<file path="config.mk">
export PLATFORM = sky130hd
export DESIGN_NAME = alarm_sequencer
export DESIGN_NICKNAME = d
export VERILOG_FILES = /design/src/rtl/alarm_pkg.sv /design/src/rtl/alarm_sec_cnt.sv /design/src/rtl/alarm_sequencer.sv
export SDC_FILE = /design/constraint.sdc
export NUM_CORES = 1
export LEC_CHECK = 0
export ABC_AREA = 1
export BUFFER_PORTS_ARGS = -buffer_cell sky130_fd_sc_hd__buf_2
export CORE_UTILIZATION = 35
export CTS_CLUSTER_SIZE = 20
export DETAILED_ROUTE_END_ITERATION = 7
export SYNTH_ARGS = -nofsm -noshare
export SYNTH_HDL_FRONTEND = slang
export SYNTH_SLANG_ARGS = --single-unit
</file>
<file path="constraint.sdc">
create_clock -name clk -period 3.7 [get_ports clk]
set_input_delay 0.37 -clock clk [delete_from_list [all_inputs] [get_ports clk]]
set_output_delay 0.37 -clock clk [all_outputs]
set_load 0.1 [all_outputs]
</file>
<file path="src/rtl/alarm_pkg.sv">
// Shared definitions for the alarm controller: state encoding, BCD digit
// limits, counter widths and a helper that validates a BCD alarm time.
package alarm_pkg;

    typedef enum logic [1:0] {
        ST_DISARMED = 2'd0,
        ST_ARMED    = 2'd1,
        ST_RINGING  = 2'd2,
        ST_SNOOZING = 2'd3
    } alarm_state_e;

    localparam logic [3:0] BCD_TENS_MAX = 4'd5;
    localparam logic [3:0] BCD_ONES_MAX = 4'd9;

    localparam int unsigned CNT_W = 6;
    localparam int unsigned SNZ_W = 3;

    // True when mm:ss digits form a valid time (tens 0..5, ones 0..9).
    function automatic logic bcd_time_legal(
        input logic [3:0] mtens,
        input logic [3:0] mones,
        input logic [3:0] stens,
        input logic [3:0] sones
    );
        return (mtens <= BCD_TENS_MAX) && (mones <= BCD_ONES_MAX) &&
               (stens <= BCD_TENS_MAX) && (sones <= BCD_ONES_MAX);
    endfunction

endpackage

</file>
<file path="src/rtl/alarm_sec_cnt.sv">
// Seconds counter used for ring and snooze durations.
// Ports:
//   clk, rst  - clock, asynchronous active-high reset
//   clr       - synchronous clear (wins over tick)
//   tick      - advance by one
//   at_last   - count currently equals LIMIT-1
module alarm_sec_cnt
    import alarm_pkg::*;
#(
    parameter int unsigned LIMIT = 10
) (
    input  logic clk,
    input  logic rst,
    input  logic clr,
    input  logic tick,
    output logic at_last
);

    localparam logic [CNT_W-1:0] LAST = CNT_W'(LIMIT - 1);

    logic [CNT_W-1:0] cnt_q;
    logic [CNT_W-1:0] cnt_d;

    always_comb begin
        cnt_d = cnt_q;
        if (clr) begin
            cnt_d = '0;
        end else if (tick) begin
            cnt_d = cnt_q + 1'b1;
        end
    end

    always_ff @(posedge clk or posedge rst) begin
        if (rst) begin
            cnt_q <= '0;
        end else begin
            cnt_q <= cnt_d;
        end
    end

    assign at_last = (cnt_q == LAST);

endmodule

</file>
<file path="src/rtl/alarm_sequencer.sv">
// Alarm controller: stores the BCD alarm time, detects a match against the
// running clock and sequences ringing, snooze and automatic timeout.
// Ports:
//   clk, rst                   - clock, asynchronous active-high reset
//   sec_tick                   - one-cycle pulse per second
//   alarm_en                   - arm level
//   ld_alarm, ld_*             - load pulse and BCD digits for the alarm time
//   t_*                        - current clock BCD digits
//   key_snooze, key_dismiss    - decoded key pulses
//   al_*                       - stored alarm digits
//   alarm_ring, alarm_blink    - ringing indicator and its 1 Hz blink
//   alarm_state                - 0 disarmed, 1 armed, 2 ringing, 3 snoozing
//   snooze_left                - snoozes remaining in this alarm event
//   ring_timeout, ld_err       - one-cycle status pulses
module alarm_sequencer
    import alarm_pkg::*;
#(
    parameter int unsigned SNOOZE_SECS = 10,
    parameter int unsigned RING_SECS   = 30,
    parameter int unsigned MAX_SNOOZE  = 3
) (
    input  logic       clk,
    input  logic       rst,
    input  logic       sec_tick,
    input  logic       alarm_en,
    input  logic       ld_alarm,
    input  logic [3:0] ld_mtens,
    input  logic [3:0] ld_mones,
    input  logic [3:0] ld_stens,
    input  logic [3:0] ld_sones,
    input  logic [3:0] t_mtens,
    input  logic [3:0] t_mones,
    input  logic [3:0] t_stens,
    input  logic [3:0] t_sones,
    input  logic       key_snooze,
    input  logic       key_dismiss,
    output logic [3:0] al_mtens,
    output logic [3:0] al_mones,
    output logic [3:0] al_stens,
    output logic [3:0] al_sones,
    output logic       alarm_ring,
    output logic       alarm_blink,
    output logic [1:0] alarm_state,
    output logic [2:0] snooze_left,
    output logic       ring_timeout,
    output logic       ld_err
);

    localparam logic [SNZ_W-1:0] SNZ_MAX = SNZ_W'(MAX_SNOOZE);

    alarm_state_e     state_q, state_d;
    logic [3:0]       mtens_q, mtens_d, mones_q, mones_d;
    logic [3:0]       stens_q, stens_d, sones_q, sones_d;
    logic             ring_q, ring_d;
    logic             blink_q, blink_d;
    logic [SNZ_W-1:0] snz_left_q, snz_left_d;
    logic             timeout_q, timeout_d;
    logic             ld_err_q, ld_err_d;
    logic             match_q, match_d;
    logic             match_rise_q, match_rise_d;

    logic ld_ok;
    logic ring_clr, ring_tick, ring_last;
    logic snz_clr, snz_tick, snz_last;

    alarm_sec_cnt #(.LIMIT(RING_SECS)) u_ring_cnt (
        .clk     (clk),
        .rst     (rst),
        .clr     (ring_clr),
        .tick    (ring_tick),
        .at_last (ring_last)
    );

    alarm_sec_cnt #(.LIMIT(SNOOZE_SECS)) u_snz_cnt (
        .clk     (clk),
        .rst     (rst),
        .clr     (snz_clr),
        .tick    (snz_tick),
        .at_last (snz_last)
    );

    always_comb begin
        state_d    = state_q;
        mtens_d    = mtens_q;
        mones_d    = mones_q;
        stens_d    = stens_q;
        sones_d    = sones_q;
        blink_d    = blink_q;
        snz_left_d = snz_left_q;
        timeout_d  = 1'b0;
        ld_err_d   = 1'b0;
        ring_tick  = 1'b0;
        snz_tick   = 1'b0;

        ld_ok   = bcd_time_legal(ld_mtens, ld_mones, ld_stens, ld_sones);
        match_d = alarm_en && (t_mtens == mtens_q) && (t_mones == mones_q) &&
                  (t_stens == stens_q) && (t_sones == sones_q);
        // The rise is only captured while already ARMED, so a time that matches
        // at the moment of arming never rings; the capture register gives the
        // two-cycle match-to-ring latency.
        match_rise_d = match_d && !match_q && (state_q == ST_ARMED);

        if (ld_alarm) begin
            if (ld_ok) begin
                mtens_d = ld_mtens;
                mones_d = ld_mones;
                stens_d = ld_stens;
                sones_d = ld_sones;
            end else begin
                ld_err_d = 1'b1;
            end
        end

        if (!alarm_en) begin
            state_d = ST_DISARMED;
        end else if (ld_alarm) begin
            if (ld_ok && (state_q == ST_RINGING || state_q == ST_SNOOZING)) begin
                state_d = ST_ARMED;
            end
        end else begin
            unique case (state_q)
                ST_DISARMED: state_d = ST_ARMED;
                ST_ARMED: begin
                    if (match_rise_q) begin
                        state_d = ST_RINGING;
                    end
                end
                ST_RINGING: begin
                    if (key_dismiss) begin
                        state_d = ST_ARMED;
                    end else if (key_snooze && snz_left_q != '0) begin
                        state_d    = ST_SNOOZING;
                        snz_left_d = snz_left_q - 1'b1;
                    end else if (sec_tick) begin
                        blink_d   = ~blink_q;
                        ring_tick = 1'b1;
                        if (ring_last) begin
                            state_d   = ST_ARMED;
                            timeout_d = 1'b1;
                        end
                    end
                end
                ST_SNOOZING: begin
                    if (key_dismiss) begin
                        state_d = ST_ARMED;
                    end else if (sec_tick) begin
                        snz_tick = 1'b1;
                        if (snz_last) begin
                            state_d = ST_RINGING;
                        end
                    end
                end
                default: state_d = ST_DISARMED;
            endcase
        end

        // Blink restarts low on every entry into RINGING and is low elsewhere.
        if (state_d != ST_RINGING || state_q != ST_RINGING) begin
            blink_d = 1'b0;
        end
        if (state_d == ST_DISARMED || state_d == ST_ARMED) begin
            snz_left_d = SNZ_MAX;
        end

        // Counters run only while staying in their state; any entry starts at 0.
        ring_clr = !(state_q == ST_RINGING && state_d == ST_RINGING);
        snz_clr  = !(state_q == ST_SNOOZING && state_d == ST_SNOOZING);
        ring_d   = (state_d == ST_RINGING);
    end

    always_ff @(posedge clk or posedge rst) begin
        if (rst) begin
            state_q      <= ST_DISARMED;
            mtens_q      <= '0;
            mones_q      <= '0;
            stens_q      <= '0;
            sones_q      <= '0;
            ring_q       <= 1'b0;
            blink_q      <= 1'b0;
            snz_left_q   <= SNZ_MAX;
            timeout_q    <= 1'b0;
            ld_err_q     <= 1'b0;
            match_q      <= 1'b0;
            match_rise_q <= 1'b0;
        end else begin
            state_q      <= state_d;
            mtens_q      <= mtens_d;
            mones_q      <= mones_d;
            stens_q      <= stens_d;
            sones_q      <= sones_d;
            ring_q       <= ring_d;
            blink_q      <= blink_d;
            snz_left_q   <= snz_left_d;
            timeout_q    <= timeout_d;
            ld_err_q     <= ld_err_d;
            match_q      <= match_d;
            match_rise_q <= match_rise_d;
        end
    end

    assign al_mtens     = mtens_q;
    assign al_mones     = mones_q;
    assign al_stens     = stens_q;
    assign al_sones     = sones_q;
    assign alarm_ring   = ring_q;
    assign alarm_blink  = blink_q;
    assign alarm_state  = state_q;
    assign snooze_left  = snz_left_q;
    assign ring_timeout = timeout_q;
    assign ld_err       = ld_err_q;

endmodule

</file>
==> run summary, run 1 <==
Outcome = complete, no violations
Total grt overflow = 0
RSZ-0062 raised after global routing = no
Most frequent cells in the layout = 65 x nand2_1, 63 x buf_2, 37 x inv_1, 37 x dfrtp_1, 27 x nor2_1
Critical path's slowest cell = dfstp_2
Startpoint types = register
Multi-input gate area = 1000 sq um
Mean Syn Cell Area = 8.10 sq um
Synth area leader = dfrtp_1
Post-synthesis cell area = 2140 sq um
Commonest non-fill, non-tap cell in the layout = nand2_1
Hold Path Class = input pin to async pin
Vias in the first global route = 1737
Finished Core Util = 0.443
Most used cell along the critical path = nand2_1
Initial drt markers = 63
Hold slack = 0.176 ns
Worst EP required = 3.91 ns
Worst reg2reg path depth = 11
Routed WL = 4.76 mm
Fin nets = 377
Largest delay share family, worst path = simple AND/OR/NAND/NOR gates
Initial Util = 0.361
Critical path depth = 11
Via density = 4.53
EDFF count, synth = 0
Cells after Synth = 264
Post-route insts no fill = 408
R2r setup slk = 1.89 ns
Routability cong. = 0.804
CTS-repair resized insts = 0
Drt wl/cell = 11.7 um
First-pass GRT wire length = 8.18 mm
Clk_lat worst skew = 0.29 ns
Cell Rows = 28
Worst reg2reg endpoint = u_snz_cnt.cnt_q[1]
Fin. max-slew vios = 0
Slew @ Worst Pin = 0.768 ns
1st-pass router iterations = 4
Max IR drop VDD = 0.338 mV
Type of element capturing the critical path = register
Io pins = 64
Sequential fraction of the synthesis area = 0.457
TNS Setup = 0 ns
Count of final setup violators = 0
Dpl cell area = 2540 sq um
Antenna-violating nets left = 0
Ys Warns = 0
Detailed Place HPWL = 3.68 mm
CP Max Fanout = 6
All-Layer GR Usage = 0.167
# diodes = 0
Yosys cell types = 34
Largest net degree at the start of global routing = 40
Max-cap violations = 0
Die width = 80.2 um
Hold buffers post-CTS = 0
TritonCTS clock tree = built
Filler Cells Inserted = 600
Largest cells by area after synthesis = dfrtp_1 43%, nand2_1 11%, inv_1 6.5%
Layout Skew = 0.00473 ns
Post-synth ARST share = 1.00
Crit share post-route = 0.490
Die height = 80.2 um
Crit-path max cell delay = 0.55 ns
Post-synth net total = 309
Layout cell share with drive strength beyond 1 = 0.258
Core area = 5920 sq um
Post-CTS Setup Bufs = 0
Area growth syn-to-layout = 22.5%
DIE AREA = 6430 sq um
P per Cell Area = 506 nW/um^2
CTS buffer count = 5
Static leakage = 1.34 nW
Number of port buffers = 63
Fin. Hold Viols = 0
Min Tclk post-route = 1.81 ns
Reg2reg start = snooze_left[0]
DP Cell Count = 400
Register bit count reported by yosys = 39
Design area = 2620 sq um
Clock Tree Buf Depth = 2
Critical path, cell by cell = inv_1, ha_1, nand2_1, nand2_1, nand2_1, nor2_1, nand2_1, nand2_1, nand2_1, nand4_1, nor3_1
Share of the synthesized area in the top cell type = 0.433
Sink Count = 39
Via count = 1848
H-tree levels = 2
Register area = 978 sq um
Primary FF master, synth = dfrtp_1
Critical path arrival = 2.02 ns
Residual DRC = 0
CP Class = register to register
CP bufs+invs = 1
Worst slew margin = 0.487
Clk slew on worst S/H paths = 0.07 ns
Initial antenna violation count = 0
Fmax = 552 MHz
CTS Root Buffer Type = clkbuf_8
[routing by layer]
| layer | vias to the layer above | GRT usage | part of all wire | wire, um |
|---|---|---|---|---|
| met4 | 0 | 0.0482 | 0.010 | 48 |
| met5 | - | 0 | 0 | 0 |
| met2 | 52 | 0.261 | 0.44 | 2110 |
| li1 | 963 | - | - | - |
| met3 | 6 | 0.0352 | 0.054 | 255 |
| met1 | 827 | 0.231 | 0.49 | 2350 |
[final cells by class]
type / count / share of cell area
Multi-Input combinational cell: 183 / 0.381
Sequential cell: 39 / 0.373
Inverter: 39 / 0.0558
Timing Repair Buffer: 64 / 0.123
Tap cell: 75 / 0.0358
Clock buffer: 8 / 0.0305
[flip-flops by register name, summed over array words and instances (netlist names)]
register,count
al_mtens,4
match_q,1
u_ring_cnt.cnt_q,6
alarm_blink,1
ring_timeout,1
al_mones,4
alarm_state,2
match_rise_q,1
ld_err,1
snooze_left,3
al_stens,4
al_sones,4
alarm_ring,1
u_snz_cnt.cnt_q,6
[cells in the mapped netlist, types with 2 or more instances]
cell type,instances
or2_2,2
o22ai_1,2
xnor2_1,5
nand4_1,5
dfstp_2,2
nand3b_1,2
inv_1,37
nor2_1,27
a211oi_1,2
nor2_2,3
a21oi_1,4
nand2_1,65
inv_2,2
nand3_1,9
o21ai_0,17
ha_1,6
dfrtp_1,37
nand2_2,2
nor3_1,6
and2_1,2
xor2_1,12
buf_2,3
[report_power, final]
group	leakage, nW	switching, W	internal [W]
combinational	0.791	0.000451	0.0000920
sequential	0.508	0.0000326	0.000471
clock	0.0395	0.000145	0.000134
[tightest hold or removal path: stages]
cell   delay, ns
buf_2       0.09
inv_1       0.04
buf_4       0.41
[worst max path at each step]
stage              startpoint                   to  slack (ns)
2_1_floorplan  alarm_state[1]  u_ring_cnt.cnt_q[4]        1.62
3_3_place_gp      ld_mtens[2]          al_sones[2]        1.68
3_5_place_dp      ld_sones[1]          al_stens[2]        1.57
4_1_cts        snooze_left[0]   u_snz_cnt.cnt_q[1]        1.85
5_1_grt        snooze_left[0]   u_snz_cnt.cnt_q[1]        1.64
6_report       snooze_left[0]   u_snz_cnt.cnt_q[1]        1.89
[logic make-up after synthesis]
group	count (synthesis)	share of synthesized area
AOI/OAI and AO/OA	29	0.0754
and+or+nand+nor	130	0.282
xor gates and xnor gates	17	0.0696
muxes	1	0.00526
DFF	39	0.457
adders and majority gates	6	0.0351
buffers and inverters	42	0.0754
[per-stage QoR]
step	setup WS (ns)	power (W)
2_1_floorplan	1.62	0.000948
3_3_place_gp	1.68	0.00106
3_5_place_dp	1.57	0.00106
4_1_cts	1.85	0.00134
5_1_grt	1.64	0.00139
6_report	1.89	0.00133
No activity file was read; power rests on OpenSTA's default activity.
==> run 2: changes to the inputs <==
==> constraint.sdc (replaced) <==
create_clock -name clk -period 1.8 [get_ports clk]
set_input_delay 0.18 -clock clk [delete_from_list [all_inputs] [get_ports clk]]
set_output_delay 0.18 -clock clk [all_outputs]
set_load 0.1 [all_outputs]
==> run 2 against run 1 <==
Net effect: the run now ends with hold timing left; critical endpoint is now snooze_left[1]; highest routed layer unchanged; critical path type unchanged; largest cell class unchanged; setup slack got worse by 1.8 ns; register-to-register slack worse by 1.8 ns; first-iteration DRC count grew 54%.
==> run summary, run 2 (synthesis results as in run 1) <==
Outcome = finished with violations (was complete, no violations)
Failing checks = hold timing
Critical path's slowest cell = dfstp_4 (was dfstp_2)
Finished Core Util = 0.473 (was 0.443)
Layout Skew = 0.00586 ns (was 0.00473 ns)
Via density = 4.61 (was 4.53)
Worst slew margin = 0.670 (was 0.487)
TritonCTS clock tree = built (unchanged)
Core area = 5920 sq um (unchanged)
Hold slack = -0.00429 ns (was 0.176 ns)
First-pass GRT wire length = 8.34 mm (was 8.18 mm)
Layout cell share with drive strength beyond 1 = 0.329 (was 0.258)
Total power draw = 0.00289 W (was 0.00133 W)
All-Layer GR Usage = 0.168 (was 0.167)
CP bufs+invs = 1 (unchanged)
Largest net degree at the start of global routing = 40 (unchanged)
Vias in the first global route = 1862 (was 1737)
Fin. Hold Viols = 17 (was 0)
Cell Rows = 28 (unchanged)
Fin. max-slew vios = 0 (unchanged)
Io pins = 64 (unchanged)
Most frequent cells in the layout = 63 x buf_2, 61 x nand2_1, 35 x inv_1 (was 65 x nand2_1, 63 x buf_2, 37 x inv_1, 37 x dfrtp_1, 27 x nor2_1)
Sink Count = 39 (unchanged)
Dpl cell area = 2570 sq um (was 2540 sq um)
Crit path from = snooze_left[0] (unchanged)
Commonest non-fill, non-tap cell in the layout = buf_2 (was nand2_1)
DP Cell Count = 401 (was 400)
Initial antenna violation count = 0 (unchanged)
Number of port buffers = 63 (unchanged)
CP Class = register to register (unchanged)
Max-cap violations = 0 (unchanged)
Residual DRC = 0 (unchanged)
CTS Root Buffer Type = clkbuf_8 (unchanged)
Filler Cells Inserted = 599 (was 600)
Reg2reg start = snooze_left[0] (unchanged)
Final worst slack = 0.108 ns (was 1.89 ns)
Post-route insts no fill = 412 (was 408)
Via count = 1898 (was 1848)
Count of final setup violators = 0 (unchanged)
Routed wl met3 = 282 um (was 255 um)
Register area = 990 sq um (was 978 sq um)
Place WS = 0.0386 ns (was 1.57 ns)
Detailed Place HPWL = 3.71 mm (was 3.68 mm)
Die width = 80.2 um (unchanged)
Fin nets = 381 (was 377)
CTS buffer count = 5 (unchanged)
Top Registers = u_ring_cnt.cnt_q (6), u_snz_cnt.cnt_q (6) (unchanged)
Hold Path Class = input pin to async pin (unchanged)
Clock Tree Buf Depth = 2 (unchanged)
Routed WL = 4.84 mm (was 4.76 mm)
# diodes = 0 (unchanged)
1st-pass router iterations = 4 (unchanged)
CP Max Fanout = 3 (was 6)
Crit share post-route = 0.940 (was 0.490)
Metal2 WL = 2.33 mm (was 2.11 mm)
Antenna-violating nets left = 0 (unchanged)
Fmax = 591 MHz (was 552 MHz)
Initial Util = 0.361 (unchanged)
Die height = 80.2 um (unchanged)
DIE AREA = 6430 sq um (unchanged)
Clk slew on worst S/H paths = 0.08 ns (was 0.07 ns)
Area growth syn-to-layout = 30.8% (was 22.5%)
Crit-path max cell delay = 0.64 ns (was 0.55 ns)
Min Tclk post-route = 1.69 ns (was 1.81 ns)
Multi-input gate area = 1080 sq um (was 1000 sq um)
Static leakage = 1.38 nW (was 1.34 nW)
Type of element capturing the critical path = register (unchanged)
Critical path arrival = 1.93 ns (was 2.02 ns)
P per Cell Area = 1030 nW/um^2 (was 506 nW/um^2)
Startpoint types = register (unchanged)
Top layer in use = met4 (unchanged)
Most used cell along the critical path = nand2_1 (unchanged)
Clk_lat worst skew = 0.29 ns (about the same)
H-tree levels = 2 (unchanged)
Worst EP required = 2.04 ns (was 3.91 ns)
Routability cong. = 0.845 (was 0.804)
Total grt overflow = 0 (unchanged)
Initial drt markers = 97 (was 63)
Critical path, cell by cell = inv_4, ha_4, nand2_2, nand2_4, nor3_1, nand2_1, mux2_2, nand2_1 (was inv_1, ha_1, nand2_1, nand2_1, nand2_1, nor2_1, nand2_1, nand2_1, nand2_1, nand4_1, nor3_1)
Design area = 2800 sq um (was 2620 sq um)
Slew @ Worst Pin = 0.498 ns (was 0.768 ns)
Drt wl/cell = 11.7 um (about the same)
Max IR drop VDD = 0.823 mV (was 0.338 mV)
M1 wire length = 2.16 mm (was 2.35 mm)
Largest delay share family, worst path = flip-flops (was simple AND/OR/NAND/NOR gates)
[run 2: power by group]
group          leakage [nW]  internal (W)  switching (W)
sequential            0.504      0.000969      0.0000655
combinational         0.817      0.000194       0.000930
clock                0.0581      0.000413       0.000318
total                  1.38       0.00158        0.00131
[run 2: worst reg2reg max path: stages, from the launching register on]
cell and delay (ns):
dfstp_4 0.64, inv_4 0.04, ha_4 0.15, nand2_2 0.07, nand2_4 0.07, nor3_1 0.20
nand2_1 0.14, mux2_2 0.28, nand2_1 0.06
[run 2: area by class of cell]
class / instances / share of cell area
Multi-Input combinational cell: 183 / 0.386
Tap cell: 75 / 0.0335
Inverter: 39 / 0.0541
Clock buffer: 5 / 0.0246
Timing Repair Buffer: 68 / 0.132
Clock inverter: 3 / 0.0157
Sequential cell: 39 / 0.354
[run 2: metal layers]
layer  vias to the layer above  track usage
met1                       857        0.214
met5                         -            0
met4                         0       0.0464
met3                         7       0.0432
met2                        58        0.280
li1                        976            -
[run 2: worst paths after layout]
path | end | slack [ns] | cells after the start
setup reg to reg | snooze_left[1] | 0.11 | 8
setup / recovery | snooze_left[1] | 0.11 | 8
min in group clk | al_stens[0] | 0.08 | 3
hold reg to reg | al_stens[3] | 0.50 | 2
hold / removal | ld_err | -0.004 | 3
max in group asynchronous | snooze_left[2] | 1.45 | 3
[run 2: metrics by stage]
step	TNS [ns]	hold slack, ns
floorplan	-0.118	0.294
global placement	0	0.329
detailed placement	0	0.332
CTS	0	0.0170
global route	-0.0524	0.0449
finish	0	-0.00429
[run 2: timing repair]
action,CTS,global route
setup endpoints to repair,0,18
hold buffers,0,0
gates resized for setup,0,20
setup buffers,0,3
